## config.mk

```make
export PLATFORM = sky130hd
export DESIGN_NAME = decrypt_loop_b
export DESIGN_NICKNAME = d
export VERILOG_FILES = /design/src/rtl/decrypt_pkg.sv /design/src/rtl/decrypt_loop_b_key_byte_sel.sv /design/src/rtl/decrypt_loop_b.sv
export SDC_FILE = /design/constraint.sdc
export NUM_CORES = 1
export LEC_CHECK = 0
export CAP_MARGIN = 25
export CORE_AREA = 2 2 81 83
export DETAILED_ROUTE_END_ITERATION = 10
export DIE_AREA = 0 0 83 85
export GPL_ROUTABILITY_DRIVEN = 0
export PLACE_DENSITY = 0.87
export SLEW_MARGIN = 25
export SYNTH_ARGS = -nofsm -noshare
export SYNTH_HDL_FRONTEND = slang
export SYNTH_SLANG_ARGS = --single-unit
export TNS_END_PERCENT = 1
```

## constraint.sdc

```tcl
create_clock -name clock -period 3.1 [get_ports clock]
set_input_delay 0.93 -clock clock [delete_from_list [all_inputs] [get_ports clock]]
set_output_delay 0.93 -clock clock [all_outputs]
set_load 0.01 [all_outputs]
```

## src/rtl/decrypt_pkg.sv

```systemverilog
// Shared types and constants for the RC4 key-schedule (decrypt) loop.
package decrypt_pkg;

   localparam int unsigned S_SIZE            = 256;
   localparam int unsigned DEFAULT_KEY_BYTES = 3;

   typedef enum logic [3:0] {
      StIdle,
      StReadI,
      StWaitI,
      StReadJ,
      StWaitJ,
      StWriteI,
      StWriteJ,
      StAdvance,
      StDone
   } state_e;

   // Width of the key byte index; at least one bit even for a single-byte key.
   function automatic int unsigned key_idx_w(input int unsigned n);
      return (n > 1) ? $clog2(n) : 1;
   endfunction

endpackage

```

## src/rtl/decrypt_loop_b_key_byte_sel.sv

```systemverilog
// Selects key byte k from a packed key whose byte 0 is the most significant byte.
module decrypt_loop_b_key_byte_sel
   import decrypt_pkg::*;
#(
   parameter int unsigned KEY_BYTES = DEFAULT_KEY_BYTES
) (
   input  logic [8*KEY_BYTES-1:0]          secret_key_i,
   input  logic [key_idx_w(KEY_BYTES)-1:0] k_i,
   output logic [7:0]                      key_byte_o
);

   localparam int unsigned KeyIdxW = key_idx_w(KEY_BYTES);

   always_comb begin
      key_byte_o = 8'h00;
      for (int b = 0; b < int'(KEY_BYTES); b++) begin
         if (k_i == KeyIdxW'(b)) begin
            key_byte_o = secret_key_i[8*(int'(KEY_BYTES)-1-b) +: 8];
         end
      end
   end

endmodule

```

## src/rtl/decrypt_loop_b.sv

```systemverilog
// RC4 key schedule over a 256-byte S-memory with a registered-address read port.
// Optional: DECRYPT_LOOP_B_SKIP_SELF_SWAP_EN skips the read/write of S[j] when j == i.
module decrypt_loop_b
   import decrypt_pkg::*;
#(
   parameter int unsigned KEY_BYTES = DEFAULT_KEY_BYTES
) (
   input  logic                   clock,
   input  logic                   reset,
   input  logic                   start,
   input  logic [8*KEY_BYTES-1:0] secret_key,
   input  logic [7:0]             q,
   output logic [7:0]             address,
   output logic [7:0]             data,
   output logic                   wren,
   output logic                   finished
);

   localparam int unsigned KeyIdxW = key_idx_w(KEY_BYTES);

   state_e             state_q, state_d;
   logic [7:0]         i_q, i_d;
   logic [7:0]         j_q, j_d;
   logic [KeyIdxW-1:0] k_q, k_d;
   logic [7:0]         si_q, si_d;
   logic [7:0]         sj_q, sj_d;
   logic [7:0]         address_q, address_d;
   logic [7:0]         data_q, data_d;
   logic               wren_q, wren_d;
   logic               finished_q, finished_d;

   logic [7:0]         key_byte;
   logic [7:0]         j_new;

   decrypt_loop_b_key_byte_sel #(
      .KEY_BYTES (KEY_BYTES)
   ) u_key_byte_sel (
      .secret_key_i (secret_key),
      .k_i          (k_q),
      .key_byte_o   (key_byte)
   );

   assign j_new = j_q + q + key_byte;

   // Outputs are registered: each state's address/data/wren is loaded on the edge entering it.
   always_comb begin
      state_d    = state_q;
      i_d        = i_q;
      j_d        = j_q;
      k_d        = k_q;
      si_d       = si_q;
      sj_d       = sj_q;
      address_d  = address_q;
      data_d     = data_q;
      wren_d     = 1'b0;
      finished_d = 1'b0;

      unique case (state_q)
         StIdle: begin
            if (start) begin
               state_d   = StReadI;
               i_d       = 8'h00;
               j_d       = 8'h00;
               k_d       = '0;
               address_d = 8'h00;
            end
         end
         StReadI: state_d = StWaitI;
         StWaitI: begin
            si_d = q;
            j_d  = j_new;
`ifdef DECRYPT_LOOP_B_SKIP_SELF_SWAP_EN
            if (j_new == i_q) begin
               state_d = StAdvance;
            end else begin
               address_d = j_new;
               state_d   = StReadJ;
            end
`else
            address_d = j_new;
            state_d   = StReadJ;
`endif
         end
         StReadJ: state_d = StWaitJ;
         StWaitJ: begin
            // When j == i the S[j] read returns S[i], so both writes carry si.
            sj_d      = q;
            address_d = i_q;
            data_d    = q;
            wren_d    = 1'b1;
            state_d   = StWriteI;
         end
         StWriteI: begin
            address_d = j_q;
            data_d    = si_q;
            wren_d    = 1'b1;
            state_d   = StWriteJ;
         end
         StWriteJ: state_d = StAdvance;
         StAdvance: begin
            k_d = (k_q == KeyIdxW'(KEY_BYTES - 1)) ? '0 : k_q + 1'b1;
            if (i_q == 8'(S_SIZE - 1)) begin
               finished_d = 1'b1;
               state_d    = StDone;
            end else begin
               i_d       = i_q + 8'h01;
               address_d = i_q + 8'h01;
               state_d   = StReadI;
            end
         end
         StDone:  state_d = StIdle;
         default: state_d = StIdle;
      endcase
   end

   always_ff @(posedge clock or posedge reset) begin
      if (reset) begin
         state_q    <= StIdle;
         i_q        <= 8'h00;
         j_q        <= 8'h00;
         k_q        <= '0;
         si_q       <= 8'h00;
         sj_q       <= 8'h00;
         address_q  <= 8'h00;
         data_q     <= 8'h00;
         wren_q     <= 1'b0;
         finished_q <= 1'b0;
      end else begin
         state_q    <= state_d;
         i_q        <= i_d;
         j_q        <= j_d;
         k_q        <= k_d;
         si_q       <= si_d;
         sj_q       <= sj_d;
         address_q  <= address_d;
         data_q     <= data_d;
         wren_q     <= wren_d;
         finished_q <= finished_d;
      end
   end

   assign address  = address_q;
   assign data     = data_q;
   assign wren     = wren_q;
   assign finished = finished_q;

endmodule
```

### Word-level counts from Yosys, hierarchy flattened

Cells that the tools add are included.
Widths: inputs -> output; s select.

* equality and inequality tests: 12
* mux-type cells: 18
* reduce and logical (&&, ||, !) cells: 11
* add/sub/neg operators: 4

Operators with widths (number)
* $pmux 8 s2: 3
* $mux 8: 5
* $pmux 8 s5: 1
* $pmux 4 s8: 1
* $add 8x8->8: 2
* $eq 4x3->1 const B: 4
* $add 8x1->8 const B: 1
* $eq 4x2->1 const B: 2
* $eq 8x8->1 const B: 1
* $mux 4: 2
* $reduce_and 3->1: 2
* $reduce_bool 2->1: 3
* $reduce_bool 5->1: 1
* $eq 4x1->1 const B: 1
* $logic_not 4->1: 1
* $mux 2: 2
* $ne 2x2->1 const B: 2
* $pmux 2 s2: 1
* $reduce_and 2->1: 2
* $mux 1: 3
* $add 2x1->2 const B: 1
* $eq 2x1->1 const B: 1
* $eq 2x2->1 const B: 1
* $logic_not 2->1: 1
* $reduce_or 2->1: 1

* bits in registers: 48
* output and inout port bits: 18

### Logic depth before layout (Yosys ltp)

Gate-level depths: netlist of run 1.

* word-level depth: 6
* gate-level depth with buffers: 14
* mapped depth without buffers: 13

### By module

Synthesis of run 1 repeated with hierarchy kept, for this count alone.

* cells, all modules: 292
* area, all modules: 2907.8 um^2

Modules (own cells, without submodules)
* decrypt_loop_b: cells each 272, sequential area each 1201.2 um^2, times used 1, area each 2710.1 um^2
* decrypt_loop_b_key_byte_sel: cells each 20, sequential area each 0.0 um^2, times used 1, area each 197.7 um^2

### Worst setup path after synthesis of run 1

No wires, ideal clock.

* path type: input -> register
* start point: input secret_key[9]
* end point: register address_q[7], in the netlist address[7]
* path buffers: 0
* slack: 70 ps
* required time: 2972 ps
* stages: 13
* arrival: 2902 ps
* cells stage by stage: mux2i_1 -> nor2_1 -> a21oi_1 -> fa_1 -> inv_1 -> ha_1 -> inv_1 -> fa_1 -> nor2b_1 -> o31ai_1 -> and3_1 -> mux2i_1 -> a21oi_1

* word-level cells in the longest chain between the ends: 4

RTL lines
* start, declared: RTL line decrypt_loop_b.sv:11 `input logic [8*KEY_BYTES-1:0] secret_key,`
* $mux 8 (2 in series): RTL line decrypt_loop_b_key_byte_sel.sv:17 `if (k_i == KeyIdxW'(b)) begin`
* $add 8x8->8: RTL line decrypt_loop_b.sv:43 `assign j_new = j_q + q + key_byte;`
* $pmux 8 s5: RTL line decrypt_loop_b.sv:58 `unique case (state_q)`
* end signal, assigned: RTL line decrypt_loop_b.sv:135 `address_q <= address_d;`
* end, declared: RTL line decrypt_loop_b.sv:27 `logic [7:0] address_q, address_d;`

No other way between the ends.
A chain may end at the register's enable or synchronous reset.

### Final worst setup path of run 1

* start point: input secret_key[12]
* end point: register address_q[7], in the netlist address[7]

The elaborated chain is that of the path after synthesis.

==> results of run 1 <==
## power by group through the flow
stage	clock network [mW]	registers, mW	logic, mW
detailed placement	0	1.11	2.23
finish	0.451	1.10	2.67
global placement	0	1.09	2.13
floorplan	0	1.06	1.55
global route	0.473	1.13	2.85
CTS	0.456	1.10	2.47
## worst paths after layout
check | from | end | slack (ns) | depth (start not counted)
min in group asynchronous | reset | si_q[1]$_DFFE_PP0P_ | 1.10 | 3
worst max register to register | k_q[0]$_DFFE_PP0P_ | address[7]$_DFFE_PP0P_ | 0.07 | 12
max in group asynchronous | reset | address[4]$_DFFE_PP0P_ | 1.58 | 3
worst max-delay path | secret_key[12] | address[7]$_DFFE_PP0P_ | 0.02 | 10
worst min-delay path | address[0]$_DFFE_PP0P_ | address[0]$_DFFE_PP0P_ | 0.48 | 2
worst min register to register | address[0]$_DFFE_PP0P_ | address[0]$_DFFE_PP0P_ | 0.48 | 2
## layout by cell type, fill, tap and decap left out, types with 5 or more instances in the layout
cell type,n
nor2_1,19
nand2_1,47
inv_1,17
nor3_1,5
o21ai_1,5
a21oi_1,11
dlygate4sd2_1,7
buf_4,13
nand3_1,6
clkdlybuf4s50_1,41
dfrtp_1,48
a21o_1,5
clkbuf_8,5
fa_1,5
mux2i_1,18
xnor2_1,7
o21ai_0,22
## worst max-delay path: cells and delay by family
kind,cells,cell delay [ns]
compound gates,4,0.74
fa+ha+maj,2,0.81
buf+inv,1,0.46
mux,2,0.16
simple gates,1,0.21
## layer usage
metal / global-route usage / vias up
li1: - / 1200
met1: 0.273 / 1283
met2: 0.371 / 173
met3: 0.0409 / 25
met4: 0.0909 / 0
met5: 0 / -
## cells by family after synthesis
kind of cell	synth area share
and+or+nand+nor	0.165
adders and majority gates	0.0851
AOI/OAI and AO/OA	0.175
DFF	0.413
buffers and inverters	0.0568
muxes	0.0787
xor gates and xnor gates	0.0271
## layout make-up
cell class / count / area [µm²]
Clock inverter: 2 / 35.0
Tap cell: 77 / 96.3
Multi-Input combinational cell: 226 / 1650
Timing Repair Buffer: 65 / 611
Sequential cell: 48 / 1200
Clock buffer: 6 / 72.6
Inverter: 23 / 88.8
Fill cell: 515 / 2450
## state kept, by name, summed over array words and instances (netlist names)
signal / count
state_q: 4
i_q: 8
address: 8
wren: 1
j_q: 8
si_q: 8
finished: 1
k_q: 2
data: 8
## stage by stage
step | cell area [µm²] | total power, mW | utilization | instances
final | 3760 | 4.23 | 0.605 | 447
after CTS | 3720 | 4.02 | 0.600 | 447
after floorplan | 2910 | 2.61 | - | 314
after global routing | 3760 | 4.46 | 0.605 | 447
after detailed placement | 3550 | 3.34 | 0.571 | 439
after global placement | 3550 | 3.22 | 0.571 | 439
## repair_timing
item                                    CTS  global route
endpoints found under the setup margin   11             6
hold endpoints to repair                  0             0
buffers inserted                          1             0
resized for setup                        34            12
pin swaps                                26            13
==> out/qor.yml, run 1 <==
drtPass1Iterations: 5
wl_met1_mm: 3.08
fp.dieH_um: 85
antenna_found_initial: 0
clk_path_buf_depth: 2
yosysTopAreaCell: "dfrtp_1"
clock_sinks: 48
synth_edf_count: 0
viasPerCell: 6.00
insertion_delay_ns: 0.30
h-tree-depth: 2
p_comb_frac: 0.632
cts_tree: "built"
power.density_nw_per_um2: 1130
synth_area_um2: 2910
cp_slowest_cell: "clkdlybuf4s50_1"
layout_setup_ws_ns: 0.0156
irDropWorstVdd_v: 0.000605
synth_cells: 314
numPortBuffers: 52
max_slew_margin: 0.298
hold_viol: 0
criticalPathCategory: "primary input to register"
synth.area.top_cells: "dfrtp_1 (41%), mux2i_1 (6.2%), nand2_1 (6.1%)"
cp-start-kind: "primary input"
hold_class: "register to register"
worstPathMaxFanout: 3
area_growth_pct: 29.1
fmax_mhz: 324
synthesis.nets: 364
setup_violations: 0
synth-main-ff-cell: "dfrtp_1"
dr_total_vias: 2681
grt_max_degree: 49
p_clk_frac: 0.107
drt-total-wl_mm: 7.74
fin_crit_ns: 3.08
antenna_cells: 0
top_layer: "met4"
ys_seq_elements: 48
critPathRequiredTime_ns: 3.32
numCtsBuffers: 5
crit_chain: "clkdlybuf4s50_1, mux2i_1, o21ai_1, fa_1, ha_1, o211a_1, o31ai_2, and3_1, mux2i_1, a21oi_1"
cap_viol_max_count: 0
status: "finished clean"
ys_warn_count: 0
grt_pass1_wl_mm: 12.2
drc: 0
cp-end-kind: "register"
yosysUniqueCellTypes: 53
synth_common_cells: "dfrtp_1 (48), nand2_1 (47), o21ai_0 (28)"
drt-initial-drc-count: 325
syn_avg_cell_area_um2: 9.27
cellLeakagePower_nw: 1.74
switchingPower_mw: 1.86
num_rows: 29
fin_skew_ns: 0.00628
core-area_um2: 6200
tns_ns: 0
synth_most_common_cell: "dfrtp_1"
rsz0062_at_grt: "yes"
power_frac_seq: 0.261
swShare: 0.439
io_pins: 53
ys_seq_area_frac: 0.413
critPathMostFrequentCell: "mux2i_1"
cp_data_arrival_time_ns: 3.30
wl_per_cell_um: 17.3
die_area_um2: 7060
cts_hold_buf: 0
clkTransAtPathRegs_ns: 0.09
p_int_mw: 2.37
drive_gt1_frac: 0.143
track_usage: 0.217
place_ws_ns: -0.627
tightest_slew_ns: 1.05
ys_async_sr_fraction: 1.00
start_util: 0.469
slew_violations: 0
ant_nets: 0
nNetsFinal: 419
post-route-period-util: 0.995
die_w_um: 83
grt-ovfl-total: 0
wl_met2_mm: 3.76
wl_met3_um: 627
dp_hpwl_mm: 5.31
timing.hold.ws_ns: 0.479
slowest_delay_ns: 0.46
synth_top_area_share: 0.413
cts_root_buf: "clkbuf_8"
grt_pass1_vias: 2547
(Power assumes the default switching activity.)
==> run 2, diff against run 1 <==
MAX_ROUTING_LAYER = met4   (was default)
PLACE_DENSITY = 0.78   (was 0.87)
==> run 2 against run 1 <==
Routed wire length shrank 11%; sequential power is essentially flat; critical path depth rose by 1; register-to-register slack improved by 0.20 ns; combinational power down 6%; highest routed layer unchanged.
==> out/qor.yml, run 2 (synthesized netlist as in run 1, its figures left out) <==
status: "finished clean"
power.density_nw_per_um2: 1080
grt_pass1_wl_mm: 11.5
irDropWorstVdd_v: 0.000512
drt-total-wl_mm: 6.87
h-tree-depth: 2
post-route-period-util: 0.963
worstPathMaxFanout: 2
fillers: 516
power_mw: 4.01
setup_violations: 0
seq_area_um2: 1200
cts_tree: "built"
cp-start-kind: "primary input"
core-area_um2: 6200
stdcell_count: 451
drc: 0
clkTransAtPathRegs_ns: 0.09
tightest_slew_ns: 0.923
fmax_mhz: 335
wl_per_cell_um: 15.2
start_util: 0.469
slew_violations: 0
drtPass1Iterations: 4
cap_viol_max_count: 0
final_common_cell: "dfrtp_1"
fp.dieH_um: 85
grt-ovfl-total: 0
hold_viol: 0
fin_skew_ns: 0.00447
drive_gt1_frac: 0.142
cp-end-kind: "register"
cts_root_buf: "clkbuf_8"
num_rows: 29
dr_total_vias: 2502
cp_data_arrival_time_ns: 3.23
die_w_um: 83
clock_sinks: 48
nNetsFinal: 423
fin_area_um2: 3720
rsz0062_at_grt: "no"
placed_cells: 440
criticalPathCategory: "primary input to register"
insertion_delay_ns: 0.31
hold_class: "register to register"
numPortBuffers: 52
rrSetupSlack_ns: 0.27
track_usage: 0.210
fin_crit_ns: 2.98
post_dp_cell_area_um2: 3550
clk_path_buf_depth: 2
die_area_um2: 7060
critPathRequiredTime_ns: 3.35
viasPerCell: 5.55
drt-initial-drc-count: 223
ant_nets: 0
cellLeakagePower_nw: 1.76
max_slew_margin: 0.380
numCtsBuffers: 5
final_cell_mix: "dfrtp_1 (48), nand2_1 (47), clkdlybuf4s50_1 (41), o21ai_0 (23), nor2_1 (19)"
antenna_found_initial: 0
area_growth_pct: 27.9
grt_max_degree: 27
dp_hpwl_mm: 5.23
multiInputGateArea_um2: 1610
antenna_cells: 0
grt_pass1_vias: 2502
io_pins: 53
==> run 2: cell types whose count changed in the layout (fill, tap and decap cells not counted), moves of 2 or more <==
| cell | previous run | this run |
|---|---|---|
| buf_4 | 13 | 17 |
| ha_1 | 3 | 6 |
| ha_4 | 4 | 1 |
| o21ai_1 | 5 | 2 |
| clkinvlp_4 | 0 | 2 |
| o21ai_2 | 1 | 3 |
==> run 2: layer usage <==
layer,wire (µm),vias to the layer above,GRT usage
met1,2940,1197,0.263
li1,-,1213,-
met5,0,-,-
met4,110,0,0.0730
met2,3450,82,0.345
met3,358,10,0.0389
==> run 2: worst paths after layout <==
path                                        start                endpoint  cells after the start
max                                          q[2]  address[4]$_DFFE_PP0P_                     11
min                        address[0]$_DFFE_PP0P_  address[0]$_DFFE_PP0P_                      2
max reg2reg                    k_q[0]$_DFFE_PP0P_  address[4]$_DFFE_PP0P_                     12
min reg2reg                address[0]$_DFFE_PP0P_  address[0]$_DFFE_PP0P_                      2
max in group asynchronous                   reset     si_q[6]$_DFFE_PP0P_                      3
min in group asynchronous                   reset     si_q[0]$_DFFE_PP0P_                      2
==> run 2: final cells by class <==
class / instances / share of cell area
Tap cell: 77 / 0.0259
Inverter: 23 / 0.0232
Clock buffer: 6 / 0.0222
Sequential cell: 48 / 0.323
Multi-Input combinational cell: 226 / 0.432
Clock inverter: 2 / 0.00403
Timing Repair Buffer: 69 / 0.170
==> run 2: metrics by stage <==
| stage | utilization | hold WS, ns | setup slack (ns) | TNS (ns) |
|---|---|---|---|---|
| 6_report | 0.600 | 0.483 | 0.115 | 0 |
| 5_1_grt | 0.600 | 0.509 | 0.00708 | 0 |
| 4_1_cts | 0.593 | 0.487 | -0.0414 | -0.0864 |
| 3_5_place_dp | 0.573 | 0.467 | -0.570 | -5.52 |
| 3_3_place_gp | 0.573 | 0.457 | -0.487 | -4.68 |
| 2_1_floorplan | - | 0.445 | 0.0701 | 0 |
==> run 2: critical path, stage by stage <==
cell	delay [ns]
clkdlybuf4s50_1	0.48
inv_1	0.08
fa_1	0.55
inv_1	0.06
ha_1	0.27
a21o_1	0.19
a21oi_2	0.18
buf_4	0.14
xnor2_1	0.10
nand2_1	0.11
nand4_1	0.15
==> run 2: timing repair <==
item	CTS	global route
resized for setup	21	17
pin swaps	22	15
buffers inserted	3	0
hold buffers	0	0
endpoints found under the setup margin	11	10
==> run 2: report_power, final <==
part | total (mW) | switching [mW] | internal [mW]
Sequential | 1.09 | 0.215 | 0.871
Combinational | 2.52 | 1.27 | 1.25
Clock | 0.402 | 0.221 | 0.181
==> run 3, diff against run 2 <==
PLACE_DENSITY = 0.79   (was 0.78)
==> run 3 against run 2 <==
Die area unchanged; sequential power about the same; clock skew up 0.0014 ns.
==> out/qor.yml, run 3 (synthesized netlist as in run 1, its figures left out) <==
drive_gt1_frac: 0.147
die_area_um2: 7060
ant_nets: 0
hold_viol: 0
io_pins: 53
antenna_cells: 0
post-route-period-util: 0.983
cp_data_arrival_time_ns: 3.24
layout_setup_ws_ns: 0.0532
core-area_um2: 6200
h-tree-depth: 2
dp_hpwl_mm: 5.20
fmax_mhz: 328
clkTransAtPathRegs_ns: 0.09
drc: 0
irDropWorstVdd_v: 0.000501
numCtsBuffers: 5
area_growth_pct: 29.5
crit_chain: "clkdlybuf4s15_1, mux2i_1, o22a_1, fa_1, fa_2, nor2_4, a31oi_1, o21ai_1, a221o_1"
cp-end-kind: "register"
fin_crit_ns: 3.05
final_cell_mix: "dfrtp_1 (48), nand2_1 (46), clkdlybuf4s50_1 (40), o21ai_0 (23), nor2_1 (19)"
cts_tree: "built"
power.density_nw_per_um2: 1110
clk_path_buf_depth: 2
cp_slowest_cell: "fa_2"
clock_sinks: 48
critical_path.top_delay_family: "adder cells"
setup_violations: 0
hold_class: "register to register"
worstPathBufferInverterCount: 1
antenna_found_initial: 0
timing.hold.ws_ns: 0.481
critPathRequiredTime_ns: 3.29
start_util: 0.469
criticalPathCategory: "primary input to register"
worstPathMaxFanout: 2
cp-start-kind: "primary input"
drtPass1Iterations: 4
num_rows: 29
fin_skew_ns: 0.00590
cellLeakagePower_nw: 1.79
slew_violations: 0
power_mw: 4.20
fillers: 508
place_ws_ns: -0.578
cts_root_buf: "clkbuf_8"
viasPerCell: 5.66
grt_max_degree: 49
drt-total-wl_mm: 7.32
tightest_slew_ns: 0.820
grt_pass1_vias: 2538
dr_total_vias: 2547
final_common_cell: "dfrtp_1"
drt-initial-drc-count: 260
grt-ovfl-total: 0
max_slew_margin: 0.449
fp.dieH_um: 85
grt_pass1_wl_mm: 12.2
slowest_delay_ns: 0.62
status: "finished clean"
cap_viol_max_count: 0
numPortBuffers: 52
track_usage: 0.220
nNetsFinal: 422
wl_per_cell_um: 16.3
die_w_um: 83
insertion_delay_ns: 0.31
-- run 3: final cells by class --
| cell class | count | area, µm² | share of cell area |
|---|---|---|---|
| sequential | 48 | 1200 | 0.319 |
| clock buffer | 5 | 68.8 | 0.0183 |
| timing repair buffer | 68 | 639 | 0.170 |
| tap | 77 | 96.3 | 0.0256 |
| multi-input combinational | 226 | 1640 | 0.434 |
| inverter | 23 | 86.3 | 0.0229 |
| clock inverter | 3 | 42.5 | 0.0113 |
-- run 3: report_power, final --
part	switching (mW)	total [mW]	leakage [nW]	internal [mW]
clock network	0.222	0.461	0.0541	0.239
registers	0.222	1.09	0.615	0.871
logic	1.35	2.64	1.12	1.30
-- run 3: metrics by stage --
stage / area, µm² / utilization / TNS (ns) / cells
3_5_place_dp: 3550 / 0.571 / -5.65 / 439
5_1_grt: 3770 / 0.608 / -0.0379 / 450
2_1_floorplan: 2910 / - / 0 / 314
6_report: 3770 / 0.608 / 0 / 450
3_3_place_gp: 3550 / 0.571 / -4.78 / 439
4_1_cts: 3710 / 0.599 / -0.0832 / 451
-- run 3: path summary, 6_finish.rpt --
path,startpoint,endpoint,slack (ns),cells past startpoint
worst max-delay path,secret_key[10],address[2]$_DFFE_PP0P_,0.05,9
worst min-delay path,address[0]$_DFFE_PP0P_,address[0]$_DFFE_PP0P_,0.48,2
worst max register to register,k_q[0]$_DFFE_PP0P_,address[2]$_DFFE_PP0P_,0.14,9
worst min register to register,address[0]$_DFFE_PP0P_,address[0]$_DFFE_PP0P_,0.48,2
max in group asynchronous,reset,i_q[5]$_DFFE_PP0P_,1.60,3
min in group asynchronous,reset,data[1]$_DFFE_PP0P_,1.10,3
-- run 3: tightest hold or removal path, delay by kind of cell, from the launching register on --
kind | cells | cell delay, ns
and+or+nand+nor | 1 | 0.05
AOI/OAI and AO/OA | 1 | 0.05
DFF | 1 | 0.35
-- run 3: routing by layer --
layer,track usage,routed length (µm),part of all wire
met1,0.273,3100,0.42
met2,0.371,3620,0.50
met3,0.0370,428,0.058
met5,-,0,0
met4,0.0656,171,0.023
-- run 3: timing repair --
action | CTS | global route
hold buffers | 0 | 0
setup endpoints to repair | 11 | 9
pin swaps | 16 | 19
resized for setup | 24 | 20
setup buffers | 4 | 0
